[config.mk]
export PLATFORM = sky130hd
export DESIGN_NAME = fib_seq_fsm
export DESIGN_NICKNAME = d
export VERILOG_FILES = /design/src/rtl/fib_pkg.sv /design/src/rtl/fib_adder.sv /design/src/rtl/fib_seq_fsm.sv
export SDC_FILE = /design/constraint.sdc
export NUM_CORES = 1
export LEC_CHECK = 0
export BUFFER_PORTS_ARGS = -buffer_cell sky130_fd_sc_hd__buf_2
export CORE_ASPECT_RATIO = 0.6
export CORE_MARGIN = 5
export CORE_UTILIZATION = 38
export CTS_CLUSTER_SIZE = 30
export DETAILED_ROUTE_END_ITERATION = 12
export GPL_TIMING_DRIVEN = 1
export PLACE_DENSITY = 0.65
export SYNTH_ARGS = -nofsm -noshare
export SYNTH_HDL_FRONTEND = slang
export SYNTH_HIERARCHICAL = 1
export SYNTH_SLANG_ARGS = --single-unit
export TNS_END_PERCENT = 20
[constraint.sdc]
create_clock -name clk -period 3.4 [get_ports clk]
set_input_delay 0.68 -clock clk [delete_from_list [all_inputs] [get_ports clk]]
set_output_delay 0.68 -clock clk [all_outputs]
set_load 0.005 [all_outputs]
[src/rtl/fib_pkg.sv]
// Shared types and constants for the Fibonacci sequence writer.
package fib_pkg;

    typedef enum logic [2:0] {
        ST_IDLE  = 3'd0,
        ST_SEED0 = 3'd1,
        ST_SEED1 = 3'd2,
        ST_ADD   = 3'd3,
        ST_DONE  = 3'd4
    } fib_state_e;

    localparam int FIB_SEED = 1;

endpackage : fib_pkg

[src/rtl/fib_adder.sv]
// Term adder with carry-out; build option FIB_SAT_EN clamps an overflowing
// sum to all-ones, otherwise the sum wraps modulo 2^DATA_W.
module fib_adder #(
    parameter int DATA_W = 16
) (
    input  logic [DATA_W-1:0] i_a,
    input  logic [DATA_W-1:0] i_b,
    output logic [DATA_W-1:0] o_sum,
    output logic              o_carry
);

    logic [DATA_W:0]   w_full;
    logic [DATA_W-1:0] w_raw;

    assign w_full  = {1'b0, i_a} + {1'b0, i_b};
    assign w_raw   = w_full[DATA_W-1:0];
    assign o_carry = w_full[DATA_W];

`ifdef FIB_SAT_EN
    assign o_sum = o_carry ? {DATA_W{1'b1}} : w_raw;
`else
    assign o_sum = w_raw;
`endif

endmodule : fib_adder

[src/rtl/fib_seq_fsm.sv]
// Writes NUM_TERMS Fibonacci terms to consecutive addresses from BASE_ADDR
// over a ready/valid-style write port. FIB_SAT_EN selects saturating terms.
module fib_seq_fsm
    import fib_pkg::*;
#(
    parameter int DATA_W    = 16,
    parameter int ADDR_W    = 15,
    parameter int NUM_TERMS = 16,
    parameter int BASE_ADDR = 0
) (
    input  logic              clk,
    input  logic              clr_n,
    input  logic              start,
    input  logic              mem_ready,
    output logic              mem_we,
    output logic [ADDR_W-1:0] mem_addr,
    output logic [DATA_W-1:0] mem_wdata,
    output logic              busy,
    output logic              done,
    output logic              overflow
);

    localparam logic [ADDR_W-1:0] BASE     = BASE_ADDR[ADDR_W-1:0];
    localparam logic [ADDR_W-1:0] LAST_IDX = ADDR_W'(NUM_TERMS - 1);
    localparam logic [DATA_W-1:0] SEED     = DATA_W'(FIB_SEED);

    fib_state_e        r_state;
    logic              r_we;
    logic [ADDR_W-1:0] r_addr;
    logic [DATA_W-1:0] r_wdata;
    logic [DATA_W-1:0] r_prev;
    logic [ADDR_W-1:0] r_idx;
    logic              r_busy;
    logic              r_done;
    logic              r_ovf;

    logic              w_accept;
    logic [DATA_W-1:0] w_sum;
    logic              w_carry;

    assign w_accept = r_we & mem_ready;

    // r_wdata always holds the term on the bus, so prev + current is the next term.
    fib_adder #(
        .DATA_W(DATA_W)
    ) u_adder (
        .i_a    (r_prev),
        .i_b    (r_wdata),
        .o_sum  (w_sum),
        .o_carry(w_carry)
    );

    always_ff @(posedge clk or negedge clr_n) begin
        if (!clr_n) begin
            r_state <= ST_IDLE;
            r_we    <= 1'b0;
            r_addr  <= BASE;
            r_wdata <= '0;
            r_prev  <= '0;
            r_idx   <= '0;
            r_busy  <= 1'b0;
            r_done  <= 1'b0;
            r_ovf   <= 1'b0;
        end else begin
            r_done <= 1'b0;
            case (r_state)
                ST_IDLE: begin
                    if (start) begin
                        r_state <= ST_SEED0;
                        r_we    <= 1'b1;
                        r_addr  <= BASE;
                        r_wdata <= SEED;
                        r_prev  <= '0;
                        r_idx   <= '0;
                        r_busy  <= 1'b1;
                        r_ovf   <= 1'b0;
                    end
                end
                ST_SEED0: begin
                    if (w_accept) begin
                        r_state <= ST_SEED1;
                        r_prev  <= r_wdata;
                        r_wdata <= SEED;
                        r_addr  <= r_addr + ADDR_W'(1);
                        r_idx   <= r_idx + ADDR_W'(1);
                    end
                end
                ST_SEED1, ST_ADD: begin
                    // The last-index test also covers NUM_TERMS=2, leaving from SEED1.
                    if (w_accept) begin
                        if (r_idx == LAST_IDX) begin
                            r_state <= ST_DONE;
                            r_we    <= 1'b0;
                            r_busy  <= 1'b0;
                            r_done  <= 1'b1;
                            r_addr  <= BASE;
                            r_wdata <= '0;
                            r_prev  <= '0;
                            r_idx   <= '0;
                        end else begin
                            r_state <= ST_ADD;
                            r_prev  <= r_wdata;
                            r_wdata <= w_sum;
                            r_ovf   <= r_ovf | w_carry;
                            r_addr  <= r_addr + ADDR_W'(1);
                            r_idx   <= r_idx + ADDR_W'(1);
                        end
                    end
                end
                ST_DONE: begin
                    r_state <= ST_IDLE;
                end
                default: begin
                    r_state <= ST_IDLE;
                    r_we    <= 1'b0;
                    r_busy  <= 1'b0;
                end
            endcase
        end
    end

    assign mem_we    = r_we;
    assign mem_addr  = r_addr;
    assign mem_wdata = r_wdata;
    assign busy      = r_busy;
    assign done      = r_done;
    assign overflow  = r_ovf;

endmodule : fib_seq_fsm

# After elaboration in Yosys (flattened, before gate mapping)
# Index checks and enable logic that the tools add are counted.
# Widths: inputs -> output; s select.
[op_classes]
bitwise_logic = 3
mux = 35
n_reduce_logical = 9
add_sub_neg = 3
n_eq_ne = 10
[ops]
columns = ["op", "n"]
rows = [
  ["$mux 16", 8],
  ["$mux 15", 7],
  ["$pmux 16 s3", 2],
  ["$pmux 15 s3", 2],
  ["$add 15x1->15 const B", 2],
  ["$add 16x16->17", 1],
  ["$eq 15x4->1 const B", 1],
  ["$mux 3", 4],
  ["$reduce_and 4->1", 3],
  ["$ne 2x2->1 const B", 5],
  ["$mux 1", 9],
  ["$pmux 3 s3", 1],
  ["$eq 3x2->1 const B", 2],
  ["$reduce_or 2->1", 2],
  ["$eq 3x1->1 const B", 1],
  ["$eq 3x3->1 const B", 1],
  ["$logic_not 3->1", 1],
  ["$pmux 1 s3", 1],
  ["$reduce_and 3->1", 1],
  ["$reduce_bool 3->1", 1],
  ["$pmux 1 s2", 1],
  ["$reduce_bool 2->1", 1],
  ["$and 1x1->1", 1],
  ["$not 1->1", 1],
  ["$or 1x1->1", 1],
]
[word_totals]
regBits = 68
output_inout_bits = 35
word_cells = 68
in_bits = 4

# Logic depth before layout (Yosys ltp)
[depth]
ltp_word = 5
depth_mapped = 9
depth_no_buf = 9

# By module
# The synthesis kept the hierarchy.
[by_module_without_submodules]
columns = ["module", "instances", "cells_each", "area_per_inst_um2", "seq_area_each_um2"]
rows = [
  ["fib_seq_fsm", 1, 346, 3338.2, 1701.6],
  ["fib_adder", 1, 102, 732.0, 0.0],
]

# Worst setup path after synthesis
# No wires, ideal clock.
[synth_timing]
kind = "reg2reg"
from = "register r_wdata[0] (netlist: mem_wdata[0])"
to = "register r_ovf (netlist: overflow)"
required_ps = 3279
t_arrival_ps = 2412
n_path_buf = 0
setup_ps = 121
path_stages_with_launch = 10
path_slack_ps = 867
period_less_slack_ps = 2533
cell_sequence = "dfrtp_1 > ha_1 > fa_1 > a21o_1 > a311o_1 > a31o_1 > a21oi_1 > o31ai_1 > and4b_1 > o22a_1"
[synth_via]
elab_chain_len = 5
[synth_lines]
columns = ["element", "line", "source"]
rows = [
  ["start: declaration", "fib_seq_fsm.sv:30", "logic [DATA_W-1:0] r_wdata;"],
  ["start signal: assignment", "fib_seq_fsm.sv:103", "r_wdata <= w_sum;"],
  ["$add 16x16->17", "fib_adder.sv:15", "assign w_full = {1'b0, i_a} + {1'b0, i_b};"],
  ["named net w_carry", "fib_seq_fsm.sv:39", "logic w_carry;"],
  ["$or 1x1->1", "fib_seq_fsm.sv:104", "r_ovf <= r_ovf | w_carry;"],
  ["$mux 1", "fib_seq_fsm.sv:91", "if (r_idx == LAST_IDX) begin"],
  ["$mux 1", "fib_seq_fsm.sv:90", "if (w_accept) begin"],
  ["$pmux 1 s2", "fib_seq_fsm.sv:66", "case (r_state)"],
  ["end signal: assignment", "fib_seq_fsm.sv:104", ""],
  ["end: declaration", "fib_seq_fsm.sv:35", "logic r_ovf;"],
]
# The timed path passes the listed nets, and every way through them passes these cells. The select of a mux whose other input is x is not followed.
# A chain may end at the register's enable or synchronous reset.

# Worst setup path after layout
# Same ends and word-level chain as after synthesis.

==> metrics.cfg <==
[status]
outcome=finished, final reports clean

[yosys]
netlist-cell-type-count=63
synthCells=448
synth_top_flop_cell=dfrtp_1
syn_area_per_cell_um2=9.09
ys_seq_area_share_pct=41.8
ys_seq_elements=68
syn-num-nets=471
async_reset_ff_share_pct=100
synth_edf_count=0
netlist_area_um2=4070
ys_warn_count=6

[place]
hpwl_um=6940
place.gp.congestion=0.868
io_buffers=38

[floorplan]
ios=39
initial_core_util_pct=38.7
die_area_um2=12900
coreArea_um2=10500
chipWidth_um=144
die_h_um=90.2
rows=29

[drt]
num_vias=3690
drtIter0Drc=360
ant_nets=0
route.detailed.wl_per_inst_um=17.1
viasPerCell=5.93
drc=0
routed_wl_um=10600
drt-pass1-iter-count=5

[sta]
tns_ns=0
finClkSkew_ns=0.00633
period_needed_ns=2.79
setup_viol=0
timing.fmax_mhz=359
fin_crit_sh_pct=81.9
rsz0062_at_grt=no
hold_viol_final=0
max_slew.worst_pin.slew_ns=0.857
maxSlewViolCount=0
relSlewSlack_pct=42.9
holdWs_ns=0.455

[worst_setup_path]
slowest_stage=fa_1
worstPathRequired_ns=3.62
path_buf_inv=0
max_stage_delay_ns=0.42
startpoint_type=flop
r2r_start=mem_wdata[0]$_DFFE_PN0P_
startpoint=mem_wdata[0]$_DFFE_PN0P_
endpoint_kind=flop
worst_ep_arrival_time_ns=3.01
timing_worst_setup_path_type=reg -> reg
crit_family=compound AO/OA/AOI/OAI gates
crit_cells=9
r2r_cells=9
crit_chain=ha_1 -> fa_1 -> a21o_1 -> a311o_1 -> a31o_1 -> a21oi_1 -> o31ai_1 -> and4b_1 -> o22a_1
critical_path.max_fanout=4

[clock_tree]
holdBufCountCts=0
cts.sinks=68
clk_latency_ns=0.34
cts_tree=yes
cts-resized-gates=0
clockBufferDepth=2
clk_pin_slew_ns=0.06
cts_made_buffers=9
htree_levels=3
root_buffer=clkbuf_16
postCtsSetupBuffers=0

[global_route]
track_usage_pct=16.9
antenna_found_initial=0
grt_pass1_wl_um=17800
grt_start_max_net_pins=39
overflow=0
grt_pass1_vias=3362

[layout]
layout-area-overhead-vs-synth_pct=14.2
nets=501
layout_commonest_cell=dfrtp_1
insertedDiodeCount=0
final_cell_mix=dfrtp_1 (68), nand2_1 (66), buf_2 (38), a21oi_1 (24), nand3_1 (22)
drive_above_1_share_pct=14.9

[job]
drv_cap=0

[power_and_ir_drop]
leakagePower_uw=0.00214
cellPowerDensity_nw_per_um2=780
peakVddDrop_mv=0.450

[min_path]
hp-class=in -> async

cell families after synthesis:
logic type                 synth area share [%]
and+or+nand+nor                            21.4
AOI/OAI and AO/OA                          22.6
DFF                                        41.8
buffers and inverters                      5.13
adders and majority gates                  6.03
xor gates and xnor gates                   2.80
muxes                                     0.246
metrics by stage:
stage	cells	worst slack [ns]	power, uW	util, %	cell area [um^2]
2_1_floorplan	448	0.867	2290	-	4070
3_3_place_gp	606	0.761	2640	41.5	4360
3_5_place_dp	606	0.685	2670	41.5	4360
4_1_cts	622	0.645	3620	44.2	4650
5_1_grt	622	0.537	3900	44.2	4650
6_report	622	0.614	3630	44.2	4650
flip-flops by register name (all words and copies together) (netlist names):
signal / cells
busy: 1
r_idx: 15
mem_addr: 15
mem_wdata: 16
overflow: 1
done: 1
r_state: 3
r_prev: 16
area by class of cell:
type / instances / area, um^2
multi-input combinational: 336 / 2170
inverter: 19 / 71.3
timing repair buffer: 44 / 248
clock buffer: 11 / 233
fill: 1010 / 5880
tap: 139 / 174
clock inverter: 5 / 52.6
sequential: 68 / 1700
worst paths after layout:
| check | to | slack, ns |
|---|---|---|
| setup / recovery | overflow$_DFFE_PN0P_ | 0.61 |
| hold / removal | r_prev[8]$_DFFE_PN0P_ | 0.46 |
| setup reg to reg | overflow$_DFFE_PN0P_ | 0.61 |
| hold reg to reg | r_prev[6]$_DFFE_PN0P_ | 0.49 |
| max in group asynchronous | mem_addr[13]$_DFFE_PN0P_ | 2.28 |
| min in group clk | r_prev[6]$_DFFE_PN0P_ | 0.49 |
power breakdown:
| group | switching (uW) | internal [uW] |
|---|---|---|
| Clock | 359 | 564 |
| Combinational | 804 | 608 |
| Sequential | 255 | 1040 |
| Total | 1420 | 2210 |
synthesized netlist by cell type (all sizes together), types with 3 or more instances:
cell type	instances	area share (%)
xor2	8	1.7
o21ai	32	3.9
inv	19	1.8
nand2	67	6.2
o22ai	7	1.1
nor4	7	1.4
or4	3	0.55
nand4	20	3.4
nand3b	4	0.74
nor2	12	1.1
a21o	5	0.92
and4	3	0.68
nand3	22	2.7
o311ai	6	1.3
xnor2	5	1.1
ha	18	5.5
a211oi	3	0.55
a21oi	24	3.0
nand2b	6	0.92
a31oi	19	2.9
a22o	15	3.2
buf	19	2.8
o211ai	7	1.3
clkbuf	6	0.58
dfrtp	68	42
nor3	9	1.1
o31ai	4	0.86
per-layer routing:
| metal | up-vias | global-route usage (%) | wire length (um) |
|---|---|---|---|
| met5 | - | 0 | 0 |
| met4 | 0 | 3.37 | 89 |
| met3 | 10 | 4.77 | 645 |
| met2 | 131 | 21.6 | 4180 |
| met1 | 1807 | 27.5 | 5700 |
| li1 | 1742 | - | - |
Power figures use the tool's default switching activity.
